`config.mk`:
```
export PLATFORM = sky130hd
export DESIGN_NAME = serial_sub
export DESIGN_NICKNAME = d
export VERILOG_FILES = /design/src/rtl/serial_sub_pkg.sv /design/src/rtl/serial_sub_digit.sv /design/src/rtl/serial_sub.sv
export SDC_FILE = /design/constraint.sdc
export NUM_CORES = 1
export LEC_CHECK = 0
export CORE_ASPECT_RATIO = 0.75
export CORE_MARGIN = 5
export CORE_UTILIZATION = 55
export CTS_CLUSTER_DIAMETER = 200
export DETAILED_ROUTE_END_ITERATION = 10
export HOLD_SLACK_MARGIN = 0.08
export PLACE_DENSITY = 0.94
export REMOVE_ABC_BUFFERS = 1
export SLEW_MARGIN = 40
export SYNTH_ARGS = -nofsm -noshare
export SYNTH_HDL_FRONTEND = slang
export SYNTH_SLANG_ARGS = --single-unit
```
`constraint.sdc`:
```
create_clock -name clk -period 5.03 [get_ports clk]
set_input_delay 0.503 -clock clk [delete_from_list [all_inputs] [get_ports clk]]
set_output_delay 0.503 -clock clk [all_outputs]
set_load 0.005 [all_outputs]
```
`src/rtl/serial_sub_pkg.sv`:
```
// Shared types and sizing helpers for the digit-serial subtractor.
// Contents: FSM state enum, digit-count and counter-width helpers.
// Imported by serial_sub and sub_digit.
package serial_sub_pkg;

  typedef enum logic [1:0] {
    IDLE = 2'd0,
    RUN  = 2'd1,
    DONE = 2'd2
  } sub_state_t;

  // Number of digit cycles needed to cover the full operand width.
  function automatic int calc_n(input int width, input int digit);
    return width / digit;
  endfunction

  // Counter width for n cycles; never narrower than one bit.
  function automatic int cnt_w(input int n);
    return (n > 1) ? $clog2(n) : 1;
  endfunction

endpackage

```
`src/rtl/serial_sub_digit.sv`:
```
// Combinational DIGIT-bit ripple subtractor: d = x - y - bi, bo = borrow out.
// Ports: x, y (DIGIT-bit operands), bi (borrow in) -> d (difference), bo.
// Purely combinational; no clock or reset.
module sub_digit
  import serial_sub_pkg::*;
#(
  parameter int DIGIT = 4
) (
  input  logic [DIGIT-1:0] x,
  input  logic [DIGIT-1:0] y,
  input  logic             bi,
  output logic [DIGIT-1:0] d,
  output logic             bo
);

  logic [DIGIT:0] brw;

  always_comb begin
    brw    = '0;
    d      = '0;
    brw[0] = bi;
    for (int i = 0; i < DIGIT; i++) begin
      d[i]     = x[i] ^ y[i] ^ brw[i];
      // Borrow when x < y, or when the bits match and a borrow is pending.
      brw[i+1] = (~x[i] & y[i]) | (~(x[i] ^ y[i]) & brw[i]);
    end
    bo = brw[DIGIT];
  end

endmodule

```
`src/rtl/serial_sub.sv`:
```
// Digit-serial unsigned subtractor: z = a - b - bin over WIDTH/DIGIT cycles.
// Ports: clk, reset (sync, active-high), start/a/b/bin in; busy, done, z, bout out.
// Optional macro SERIAL_SUB_OVF_EN adds output ovf (signed overflow, registered with z).
module serial_sub
  import serial_sub_pkg::*;
#(
  parameter int WIDTH = 16,
  parameter int DIGIT = 4
) (
  input  logic             clk,
  input  logic             reset,
  input  logic             start,
  input  logic [WIDTH-1:0] a,
  input  logic [WIDTH-1:0] b,
  input  logic             bin,
  output logic             busy,
  output logic             done,
  output logic [WIDTH-1:0] z,
  output logic             bout
`ifdef SERIAL_SUB_OVF_EN
  ,
  output logic             ovf
`endif
);

  localparam int N  = calc_n(WIDTH, DIGIT);
  localparam int CW = cnt_w(N);

  if ((WIDTH % DIGIT) != 0) begin : g_bad_digit
    $error("serial_sub: WIDTH must be a multiple of DIGIT");
  end

  sub_state_t       state_q, state_d;
  logic [CW-1:0]    cnt_q, cnt_d;
  logic [WIDTH-1:0] a_q, a_d;
  logic [WIDTH-1:0] b_q, b_d;
  logic             brw_q, brw_d;
  logic [WIDTH-1:0] res_q, res_d;
  logic [WIDTH-1:0] z_q, z_d;
  logic             bout_q, bout_d;
`ifdef SERIAL_SUB_OVF_EN
  logic             ovf_q, ovf_d;
`endif

  logic [DIGIT-1:0] dig_d;
  logic             dig_bo;
  logic [WIDTH-1:0] res_shift;

  sub_digit #(.DIGIT(DIGIT)) u_digit (
    .x  (a_q[DIGIT-1:0]),
    .y  (b_q[DIGIT-1:0]),
    .bi (brw_q),
    .d  (dig_d),
    .bo (dig_bo)
  );

  // New slice enters from the MSB side so that after N shifts the first
  // (least significant) slice has reached bit 0.
  assign res_shift = (WIDTH'(dig_d) << (WIDTH - DIGIT)) | (res_q >> DIGIT);

  always_comb begin
    state_d = state_q;
    cnt_d   = cnt_q;
    a_d     = a_q;
    b_d     = b_q;
    brw_d   = brw_q;
    res_d   = res_q;
    z_d     = z_q;
    bout_d  = bout_q;
`ifdef SERIAL_SUB_OVF_EN
    ovf_d   = ovf_q;
`endif
    case (state_q)
      IDLE, DONE: begin
        if (start) begin
          a_d     = a;
          b_d     = b;
          brw_d   = bin;
          cnt_d   = '0;
          state_d = RUN;
        end else begin
          state_d = IDLE;
        end
      end
      RUN: begin
        a_d   = a_q >> DIGIT;
        b_d   = b_q >> DIGIT;
        brw_d = dig_bo;
        res_d = res_shift;
        cnt_d = cnt_q + CW'(1);
        if (cnt_q == CW'(N - 1)) begin
          state_d = DONE;
          cnt_d   = '0;
          z_d     = res_shift;
          bout_d  = dig_bo;
`ifdef SERIAL_SUB_OVF_EN
          // On the last digit the operand registers hold the sign digits.
          ovf_d   = (a_q[DIGIT-1] ^ b_q[DIGIT-1]) & (dig_d[DIGIT-1] != a_q[DIGIT-1]);
`endif
        end
      end
      default: state_d = IDLE;
    endcase
  end

  always_ff @(posedge clk) begin
    if (reset) begin
      state_q <= IDLE;
      cnt_q   <= '0;
      a_q     <= '0;
      b_q     <= '0;
      brw_q   <= 1'b0;
      res_q   <= '0;
      z_q     <= '0;
      bout_q  <= 1'b0;
`ifdef SERIAL_SUB_OVF_EN
      ovf_q   <= 1'b0;
`endif
    end else begin
      state_q <= state_d;
      cnt_q   <= cnt_d;
      a_q     <= a_d;
      b_q     <= b_d;
      brw_q   <= brw_d;
      res_q   <= res_d;
      z_q     <= z_d;
      bout_q  <= bout_d;
`ifdef SERIAL_SUB_OVF_EN
      ovf_q   <= ovf_d;
`endif
    end
  end

  assign busy = (state_q == RUN);
  assign done = (state_q == DONE);
  assign z    = z_q;
  assign bout = bout_q;
`ifdef SERIAL_SUB_OVF_EN
  assign ovf  = ovf_q;
`endif

endmodule

```
# After elaboration in Yosys (flattened, before gate mapping)
# Cells that the tools add are included.
[totals] reg_bits=70
[classes] n_addsub=1 n_eq_ne=5 mux=12 bitwise=29 n_reduce_logical=5
[ops] cell="one-hot mux 16 bit (2 select lines)" n=2
[ops] cell="2-to-1 mux 16 bit" n=2
[ops] cell="OR 16 x 12 -> 16 bit" n=1
[ops] cell="AND 1 bit" n=8
[ops] cell="inverter 1 bit" n=8
[ops] cell="one-hot mux 2 bit (2 select lines)" n=2
[ops] cell="bitwise XOR 1 bit" n=8
[ops] cell="2-to-1 mux 2 bit" n=3
[ops] cell="== test 2 bit (second input constant)" n=2
[ops] cell="OR 1 bit" n=4
[ops] cell="AND reduction 2 bit" n=2
[ops] cell="adder 2 x 1 -> 2 bit (second input constant)" n=1
[ops] cell="== test 2 x 1 -> 1 bit (second input constant)" n=1
[ops] cell="logical NOT 2 bit" n=1
[ops] cell="2-to-1 mux 1 bit" n=2
[ops] cell="!= test 2 x 1 -> 1 bit (second input constant)" n=1
[ops] cell="!= test 2 bit (second input constant)" n=1
[ops] cell="one-hot mux 1 bit (2 select lines)" n=1
[ops] cell="nonzero test 2 bit" n=1
[ops] cell="OR reduction 2 bit" n=1

# Longest topological paths before layout
# Gate-level depths: netlist (run 1).
[logic_depth] depth_word=11 ltp_mapped=9 depth_no_buf=9

# Modules after synthesis
# A second synthesis (run 1) with hierarchy kept.
[unflattened] cells_unflattened=335 hier_area_um2=2658.8
[by_module_without_submodules] mod="serial_sub" instances=1 cells_per_inst=321 area_each_um2=2541.2 seq_area_each_um2=1321.3
[by_module_without_submodules] mod="sub_digit" instances=1 cells_per_inst=14 area_each_um2=117.6 seq_area_each_um2=0.0

# Worst setup path after synthesis (run 1)
# OpenSTA, ideal clock, no wires.
[synth_timing] path_type="register -> register" startpoint="reg b_q[0]" endpoint="reg z_q[15], in the netlist z[15]" setup_ps=132 arrival_ps=1860 setup_slack_ps=3037 stages_incl_launch_ff=10 synth_period_minus_slack_ps=1993 cell_sequence="dfxtp_1 -> inv_1 -> fa_1 -> inv_1 -> fa_1 -> fa_1 -> inv_1 -> fa_1 -> nand2_1 -> a21oi_1"
[synth_via] elab_chain_len=10 elab_cells_between_ends=11 cone_classes="bitwise: 11"
[synth_lines] item="from (decl)" line="serial_sub.sv:36" text="logic [WIDTH-1:0] b_q, b_d;"
[synth_lines] item="from (signal assigned)" line="serial_sub.sv:111" text="b_q <= '0;"
[synth_lines] item="from (signal assigned)" line="serial_sub.sv:123" text="b_q <= b_d;"
[synth_lines] item="bitwise XOR 1 bit" line="serial_sub_digit.sv:25" text="brw[i+1] = (~x[i] & y[i]) | (~(x[i] ^ y[i]) & brw[i]);"
[synth_lines] item="inverter 1 bit" line="serial_sub_digit.sv:25"
[synth_lines] item="AND 1 bit" line="serial_sub_digit.sv:25"
[synth_lines] item="OR 1 bit *" line="serial_sub_digit.sv:25"
[synth_lines] item="AND 1 bit *" line="serial_sub_digit.sv:25"
[synth_lines] item="OR 1 bit *" line="serial_sub_digit.sv:25"
[synth_lines] item="AND 1 bit *" line="serial_sub_digit.sv:25"
[synth_lines] item="OR 1 bit *" line="serial_sub_digit.sv:25"
[synth_lines] item="bitwise XOR 1 bit *" line="serial_sub_digit.sv:23" text="d[i] = x[i] ^ y[i] ^ brw[i];"
[synth_lines] item="named net dig_d[3]" line="serial_sub.sv:45" text="logic [DIGIT-1:0] dig_d;"
[synth_lines] item="OR 16 x 12 -> 16 bit *" line="serial_sub.sv:59" text="assign res_shift = (WIDTH'(dig_d) << (WIDTH - DIGIT)) | (res_q >> DIGIT);"
[synth_lines] item="to (signal assigned)" line="serial_sub.sv:126" text="z_q <= z_d;"
[synth_lines] item="to (decl)" line="serial_sub.sv:39" text="logic [WIDTH-1:0] z_q, z_d;"
# The timed path passes the listed nets; every way through them passes the cells marked *.
# A chain may end at the register's enable or synchronous reset.

# Worst setup path after layout (run 1)
[layout_timing] startpoint="reg state_q[1]" endpoint="out busy"
[layout_via] elab_chain_len=1
[layout_lines] item="from (decl)" line="serial_sub.sv:33" text="sub_state_t state_q, state_d;"
[layout_lines] item="from (signal assigned)" line="serial_sub.sv:120" text="state_q <= state_d;"
[layout_lines] item="== test 2 x 1 -> 1 bit" line="serial_sub.sv:134" text="assign busy = (state_q == RUN);"
[layout_lines] item="to (decl)" line="serial_sub.sv:16" text="output logic busy,"
# Every way passes these cells.

==> metrics.txt, run 1 <==
Mean Syn Cell Area=8.50 um2; FILL cells=399; Comb power frac=14.6%; Critical path buffers and inverters=3; largest net degree at the start of global routing=73; port bufs=54; Detailed Route Iter0 Violations=119; CP required=4530 ps; DRC violations left=0; CP Max Fanout=72; cts repair resizes=0; commonest cells after routing, fill and taps aside=105 x nand2_1, 66 x dfxtp_1, 53 x clkdlybuf4s50_1, 34 x a21oi_1, 32 x nor2_1; Async SR Flop Fraction=0%; first-pass GRT wire length=9.09 mm; max-slew violations=0; slowest stage delay, CP=630 ps; sequential cell area fraction in the yosys report=47.7%; io pins=55; synth warn=0; post-synth design cell area=2770 um2; total track usage=17.4%; Initial Util=56.6%; flop-to-flop setup slack=2850 ps; Crit path max-delay family=buffers and inverters; post-layout min period=2800 ps; via count of the first global-routing pass=2065; CTS tree=yes; DP Cell Count=416; worst hold path type=flop to flop; Clk Latency, worst-skew pair=340 ps; Final Hold Viols=0; First-pass DRT Iterations=4; switching power=282 uW; Worst Hold Depth=2; min-delay src=z[9]; initial antenna violation count=0; RSZ-0062 raised after global routing=no; Vias/cell=5.28; library cells used by synthesis=26; hold_buf cts=0; top_reg_cell synth=dfxtp_1; post-detail-place hpwl=3.60 mm; Worst EP arrival=2290 ps; worst r2r src=a_q[0]; CP Capture Type=output pin; DIE WIDTH=92.0 um; EDFF count, synth=0; crit share post-route=55.6%; worst vdd ir=0.175 mV; Fin Setup TNS=0 ps; Core Area=4900 um2; most common cell after layout, fill and taps aside=nand2_1; Max-slew headroom=47.1%; Worst path slowest cell=buf_4; worst slew pin tran=794 ps; switch share=25.5%; number of diodes=0; crit-path cells=nand2b_2 -> buf_4 -> inv_2 -> clkdlybuf4s50_1; Setup Fix Bufs, Post-CTS=0; Non-Filler Instances=429; Pwr per Cell Area=324 nW/um2; layout cells sized above 1=9.76%; Flop pwr share=51.7%; max_cap viols=0; CP Class=flop to output pin; internal power=825 uW; area grow syn2layout=23.2%; die height=71.5 um; crit start category=flop; Pleak=0.00122 uW; clk_skew=2.39 ps; Worst Hold End=z[9]; post-synthesis cell count=326; clk root buf=clkbuf_8; clock tree buffer depth=2; Clock Power Share=33.7%; Worst Reg-to-Reg Cells=8; outcome=finished clean; die area=6570 um2; clock sink count=66; Routed WL=5.52 mm; GPL Wtd Cong=0.741; # rows=22; total grt overflow=0; Reg-to-Reg End=res_q[15]; Final nets=408; Max Clk Rate=357 MHz; htree depth=3; average wire per standard cell=12.9 um; Num CTS Buffers=9; final setup violation count=0; Synth Register Bits=66; via count=2265; clock transition at the registers of the reported paths=60 ps; ANT nets after route=0
[registers in the layout, summed over array words and instances (netlist names)]
signal and cells:
a_q 16, b_q 16, cnt_q 2, bout 1, state_q 2, brw_q 1, res_q 12, z 16
[metrics by stage]
stage / power, uW / area, um2 / worst slack, ps / hold WS, ps / utilization, %
floorplan: 678 / 2610 / 2220 / 426 / -
global placement: 738 / 3250 / 2550 / 442 / 66.3
detailed placement: 744 / 3260 / 2630 / 446 / 66.4
CTS: 1110 / 3410 / 2240 / 457 / 69.7
global route: 1160 / 3410 / 2070 / 470 / 69.7
finish: 1110 / 3410 / 2230 / 453 / 69.7
[final cells by class]
type                       count  area, um2  area share, %
timing repair buffer          57        558           16.3
clock buffer                  13        159           4.65
sequential                    66       1320           38.7
multi-input combinational    225       1270           37.2
tap                           60       75.1           2.20
inverter                       8       30.0          0.879
[synthesized netlist by cell type (2+ instances only)]
cell type    n  area, um2
nand2_1    105        394
dfxtp_1     66       1320
a21oi_1     34        170
nor2_1      32        120
a311oi_2    18        270
buf_2       10       50.1
nand3_1     10       50.1
buf_4        8       60.1
inv_1        7       26.3
a311oi_1     6       52.6
clkbuf_1     6       22.5
a211oi_1     5       37.5
fa_1         4       80.1
buf_6        2       22.5
nand2b_1     2       12.5
[worst min-delay path: cells and delay by family (launching register included)]
kind	cells	cell delay (ps)
flip-flops	1	310
AO/OA/AOI/OAI	1	50
AND/OR/NAND/NOR	1	50
[cells by family (layout without fill, tap and decap cells)]
group / after synthesis / after routing / synth area share [%]
AOI/OAI and AO/OA: 66 / 66 / 20.0
adders and majority gates: 5 / 5 / 3.34
buffers and inverters: 35 / 78 / 6.82
DFF: 66 / 66 / 47.7
and+or+nand+nor: 154 / 154 / 22.2
[worst max path at each step]
| stage | start | endpoint | cells past startpoint |
|---|---|---|---|
| finish | state_q[1] | busy | 4 |
| floorplan | state_q[1] | busy | 2 |
| global route | state_q[0] | busy | 4 |
| CTS | state_q[1] | busy | 4 |
| global placement | start | b_q[3] | 4 |
| detailed placement | state_q[1] | busy | 4 |
[power groups by stage]
stage	combinational (uW)	sequential (uW)	clock (uW)
2_1_floorplan	99.5	578	0
3_3_place_gp	156	582	0
3_5_place_dp	161	583	0
4_1_cts	161	572	380
5_1_grt	180	576	399
6_report	161	573	374
[routing by layer]
layer | vias to the layer above | global-route usage (%) | wire, um
li1 | 1168 | - | -
met2 | 66 | 28.4 | 2500
met5 | - | 0 | 0
met1 | 1024 | 20.6 | 2550
met3 | 7 | 8.18 | 407
met4 | 0 | 4.94 | 59
No activity file was read; power rests on OpenSTA's default activity.
==> run 2: changes to the inputs <==
CORE_UTILIZATION = 51   (was 55)
PLACE_DENSITY = 0.89   (was 0.94)
clock period = 2.6 ns   (was 5.03 ns; I/O delays follow)
==> metrics.txt, run 2 (synthesis gave the netlist of run 1 again) <==
clock transition at the registers of the reported paths=70 ps (was 60 ps); Initial Util=52.3% (was 56.6%); max-slew violations=0 (unchanged); Max Clk Rate=477 MHz; Setup Fix Bufs, Post-CTS=0 (unchanged); largest net degree at the start of global routing=72 (was 73); CP most frequent cell=fa_1; Worst Hold End=b_q[13] (was z[9]); worst vdd ir=0.457 mV (was 0.175 mV); CP Capture Type=flop (was output pin); area of the multi-input gates=1270 um2 (about the same); Max-slew headroom=48.7% (was 47.1%); post-detail-place hpwl=3.80 mm (was 3.60 mm); Top Usage Layer GRT=met2 (unchanged); ANT nets after route=0 (unchanged); first-pass GRT wire length=10.1 mm (was 9.09 mm); Pwr per Cell Area=694 nW/um2 (was 324 nW/um2); met2 Use GR=28.2% (was 28.4%); crit start category=flop (unchanged); via count=2321 (was 2265); Num CTS Buffers=9 (unchanged); CP Class=flop to flop (was flop to output pin); DIE WIDTH=95.1 um (was 92.0 um); met3 usage=7.47% (was 8.18%); Worst EP arrival=2320 ps (was 2290 ps); met1 usage=23.1% (was 20.6%); hold_buf cts=0 (unchanged); dpl ws=496 ps (was 2630 ps); number of diodes=0 (unchanged); die area=7020 um2 (was 6570 um2); average wire per standard cell=13.1 um (was 12.9 um); htree depth=3 (unchanged); Vias/cell=5.18 (was 5.28); First-pass DRT Iterations=4 (unchanged); commonest cells after routing, fill and taps aside=105 x nand2_1, 66 x dfxtp_1, 53 x clkdlybuf4s50_1, 34 x a21oi_1, 32 x nor2_1 (unchanged); worst r2r src=b_q[0] (was a_q[0]); DP Cell Count=432 (was 416); Worst Reg-to-Reg Cells=9 (was 8); outcome=finished clean (unchanged); # rows=23 (was 22); FF/Latch Area=1320 um2 (unchanged); DRC violations left=0 (unchanged); clock sink count=66 (unchanged); CP Max Fanout=2 (was 72); Final Cell Area=3530 um2 (was 3410 um2); clk root buf=clkbuf_8 (unchanged); crit share post-route=80.7%; Worst path slowest cell=fa_1 (was buf_4); Routed WL=5.87 mm (was 5.52 mm); Crit path max-delay family=adder cells (was buffers and inverters); via count of the first global-routing pass=2208 (was 2065); FILL cells=448 (was 399); Reg-to-Reg End=res_q[15] (unchanged); area grow syn2layout=27.4% (was 23.2%); CP required=2820 ps (was 4530 ps); total track usage=18.3% (was 17.4%); Detailed Route Iter0 Violations=145 (was 119); final worst slack=503 ps (was 2230 ps); total grt overflow=0 (unchanged); Clk Latency, worst-skew pair=340 ps (about the same); port bufs=54 (unchanged); dpl cell area=3290 um2 (was 3260 um2); clk_skew=9.77 ps (was 2.39 ps); max_cap viols=0 (unchanged); Worst Hold Depth=2 (unchanged); min-delay src=reset (was z[9]); most common cell after layout, fill and taps aside=nand2_1 (unchanged); flop-to-flop setup slack=500 ps (was 2850 ps); layout cells sized above 1=11.3% (was 9.76%); die height=73.8 um (was 71.5 um); Final Hold Viols=0 (unchanged); GPL Wtd Cong=0.745 (was 0.741); cts repair resizes=0 (unchanged); slowest stage delay, CP=430 ps (was 630 ps); Core Area=5300 um2 (was 4900 um2); RSZ-0062 raised after global routing=no (unchanged); Final nets=409 (was 408); worst hold path type=primary input to flop (was flop to flop); Pleak=0.00127 uW (was 0.00122 uW); Non-Filler Instances=448 (was 429); crit-path cells=inv_1 -> fa_1 -> inv_1 -> fa_1 -> fa_1 -> inv_1 -> fa_1 -> nand2_1 -> a21oi_1 (was nand2b_2 -> buf_4 -> inv_2 -> clkdlybuf4s50_1); clock tree buffer depth=2 (unchanged); post-layout min period=2100 ps; Critical path buffers and inverters=3 (unchanged); final setup violation count=0 (unchanged); io pins=55 (unchanged); CTS tree=yes (unchanged); Final Util=66.7% (was 69.7%); initial antenna violation count=0 (unchanged); worst slew pin tran=769 ps (was 794 ps); Worst path depth=9 (was 4)
[run 2: metrics by stage]
step	power (uW)	hold slack (ps)	TNS (ps)
2_1_floorplan	1310	328	-1080
3_3_place_gp	1430	440	0
3_5_place_dp	1440	447	0
6_report	2450	331	0
4_1_cts	2470	321	0
5_1_grt	2570	345	0
[run 2: worst max-delay path by stage]
stage / start / to / slack, ps
after global placement: b_q[0] / z[15] / 560
final: b_q[0] / res_q[15] / 500
after CTS: b_q[0] / z[15] / 500
after floorplan: state_q[1] / res_q[13] / -120
after global routing: b_q[0] / res_q[15] / 380
after detailed placement: b_q[0] / res_q[15] / 500
[run 2: area by class of cell]
type	instances	share of cell area, %
Sequential cell	66	37.4
Timing Repair Buffer	58	16.4
Clock buffer	9	3.51
Inverter	8	0.850
Clock inverter	7	3.33
Multi-Input combinational cell	225	35.9
Tap cell	75	2.66
[run 2: power by group]
part	internal (uW)	total (uW)	leakage [uW]	switching, uW
combinational	145	315	0.000602	170
sequential	1070	1110	0.000539	36.2
clock	636	1030	0.000123	391
total	1850	2450	0.00127	598
[run 2: routing by layer]
| layer | share of wire (%) | up-vias | routed length [um] |
|---|---|---|---|
| li1 | - | 1174 | - |
| met3 | 7.0 | 15 | 408 |
| met5 | 0 | - | 0 |
| met2 | 47 | 61 | 2750 |
| met1 | 44 | 1071 | 2600 |
| met4 | 1.9 | 0 | 110 |
==> run 3: changes to the inputs <==
CORE_UTILIZATION = 46   (was 51)
PLACE_DENSITY = 0.85   (was 0.89)
clock period = 1.9 ns   (was 2.6 ns; I/O delays follow)
==> metrics.txt, run 3 (synthesis gave the netlist of run 1 again) <==
most common cell after layout, fill and taps aside=nand2_1 (unchanged); switch share=24.7% (was 24.4%); CTS tree=yes (unchanged); Initial Util=47.6% (was 52.3%); Final nets=412 (was 409); crit start category=flop (unchanged); initial antenna violation count=0 (unchanged); clock tree buffer depth=2 (unchanged); clock transition at the registers of the reported paths=70 ps (about the same); Worst EP arrival=2240 ps (was 2320 ps); Routed WL=6.13 mm (was 5.87 mm); via count of the first global-routing pass=2249 (was 2208); Final Hold Viols=0 (unchanged); Setup Fix Bufs, Post-CTS=0 (unchanged); First-pass DRT Iterations=5 (was 4); Fin Hold WS=328 ps (was 331 ps); area grow syn2layout=30.5% (was 27.4%); # rows=24 (was 23); Final Util=62.1% (was 66.7%); clk root buf=clkbuf_8 (unchanged); clock sink count=66 (unchanged); layout cells sized above 1=15.2% (was 11.3%); total grt overflow=0 (unchanged); max_cap viols=0 (unchanged); average wire per standard cell=13.5 um (was 13.1 um); RSZ-0062 raised after global routing=yes (was no); Flop pwr share=44.4% (was 45.2%); clk_skew=11.2 ps (was 9.77 ps); Pwr Total=3410 uW (was 2450 uW); final worst slack=-121 ps (was 503 ps); first-pass GRT wire length=10.2 mm (was 10.1 mm); switching power=844 uW (was 598 uW); max-slew violations=0 (unchanged); FILL cells=495 (was 448); CP required=2120 ps (was 2820 ps); crit share post-route=106% (was 80.7%); die area=7690 um2 (was 7020 um2); Pwr per Cell Area=943 nW/um2 (was 694 nW/um2); DIE WIDTH=99.6 um (was 95.1 um); failing checks=negative setup slack; htree depth=3 (unchanged); DRC violations left=0 (unchanged); dpl cell area=3350 um2 (was 3290 um2); post-layout min period=2020 ps (was 2100 ps); post-detail-place hpwl=3.97 mm (was 3.80 mm); Detailed Route Iter0 Violations=145 (unchanged); commonest cells after routing, fill and taps aside=105 x nand2_1, 62 x dfxtp_1, 53 x clkdlybuf4s50_1, 34 x a21oi_1, 32 x nor2_1 (was 105 x nand2_1, 66 x dfxtp_1, 53 x clkdlybuf4s50_1, 34 x a21oi_1, 32 x nor2_1); number of diodes=0 (unchanged); total track usage=16.5% (was 18.3%); Pleak=0.00128 uW (was 0.00127 uW); port bufs=54 (unchanged); outcome=finished with violations (was finished clean); via count=2365 (was 2321); Max-slew headroom=60.8% (was 48.7%); largest net degree at the start of global routing=67 (was 72); Vias/cell=5.21 (was 5.18); Comb power frac=13.7% (was 12.9%); ANT nets after route=0 (unchanged); die height=77.2 um (was 73.8 um); Clock Power Share=41.8% (was 42.0%); internal power=2570 uW (was 1850 uW); final setup violation count=2 (was 0); CP Max Fanout=2 (unchanged); io pins=55 (unchanged); CP Capture Type=flop (unchanged); Num CTS Buffers=9 (unchanged); GPL Wtd Cong=0.733 (was 0.745); Max Clk Rate=495 MHz (was 477 MHz); Core Area=5830 um2 (was 5300 um2); worst slew pin tran=586 ps (was 769 ps); CP Class=flop to flop (unchanged); worst vdd ir=0.427 mV (was 0.457 mV); Clk Latency, worst-skew pair=340 ps (about the same); worst hold path type=primary input to flop (unchanged); Final Cell Area=3620 um2 (was 3530 um2)
run 3: changes by cell type in the layout (fill, tap and decap cells not counted), moves of 2 or more:
cell / before / now
inv_1: 7 / 3
inv_2: 1 / 5
dfxtp_2: 0 / 4
clkinv_2: 2 / 0
fa_1: 4 / 0
fa_2: 0 / 4
buf_12: 1 / 4
dfxtp_1: 66 / 62
run 3: power groups by stage:
stage	Combinational [uW]	Clock (uW)	Sequential, uW
after floorplan	263	0	1530
after global placement	435	0	1540
after detailed placement	453	0	1540
after CTS	465	1440	1510
after global routing	517	1510	1530
final	468	1430	1520
run 3: area by class of cell:
type	count	area, um2	share of cell area, %
clock inverter	6	115	3.18
inverter	8	30.0	0.830
clock buffer	10	128	3.53
timing repair buffer	61	638	17.6
tap	78	97.6	2.70
sequential	66	1330	36.7
multi-input combinational	225	1280	35.5
run 3: path summary, 6_finish.rpt:
check | from | end | slack (ps) | cells past startpoint
max | b_q[0] | z[15] | -120 | 9
min | reset | state_q[0] | 330 | 3
max reg2reg | b_q[0] | z[15] | -120 | 9
min reg2reg | z[11] | z[11] | 460 | 2
run 3: timing repair:
action,4_1_cts,5_1_grt
gates resized for setup,10,3
setup endpoints to repair,4,5
hold buffers,0,0
pin swaps,2,3
cloned,0,0
run 3: metal layers:
layer	global-route usage, %	vias up	routed length (um)
met4	4.23	0	74
met1	20.7	1118	2770
met3	7.07	11	352
met2	26.1	61	2930
li1	-	1175	-
met5	0	-	0
run 3: worst max-delay path, cell delays in order (launching register included):
cell and delay, ps:
dfxtp_2 320, inv_2 50, fa_2 190, inv_2 40, fa_2 340, fa_2 340, inv_2 60, fa_2 430
nand2_1 70, a21oi_1 60
run 3: through the flow:
step	setup slack, ps	std cells	TNS (ps)
after floorplan	-820	299	-27810
after global placement	-148	438	-311
after detailed placement	-217	438	-530
after CTS	-134	454	-329
after global routing	-200	454	-452
final	-121	454	-236
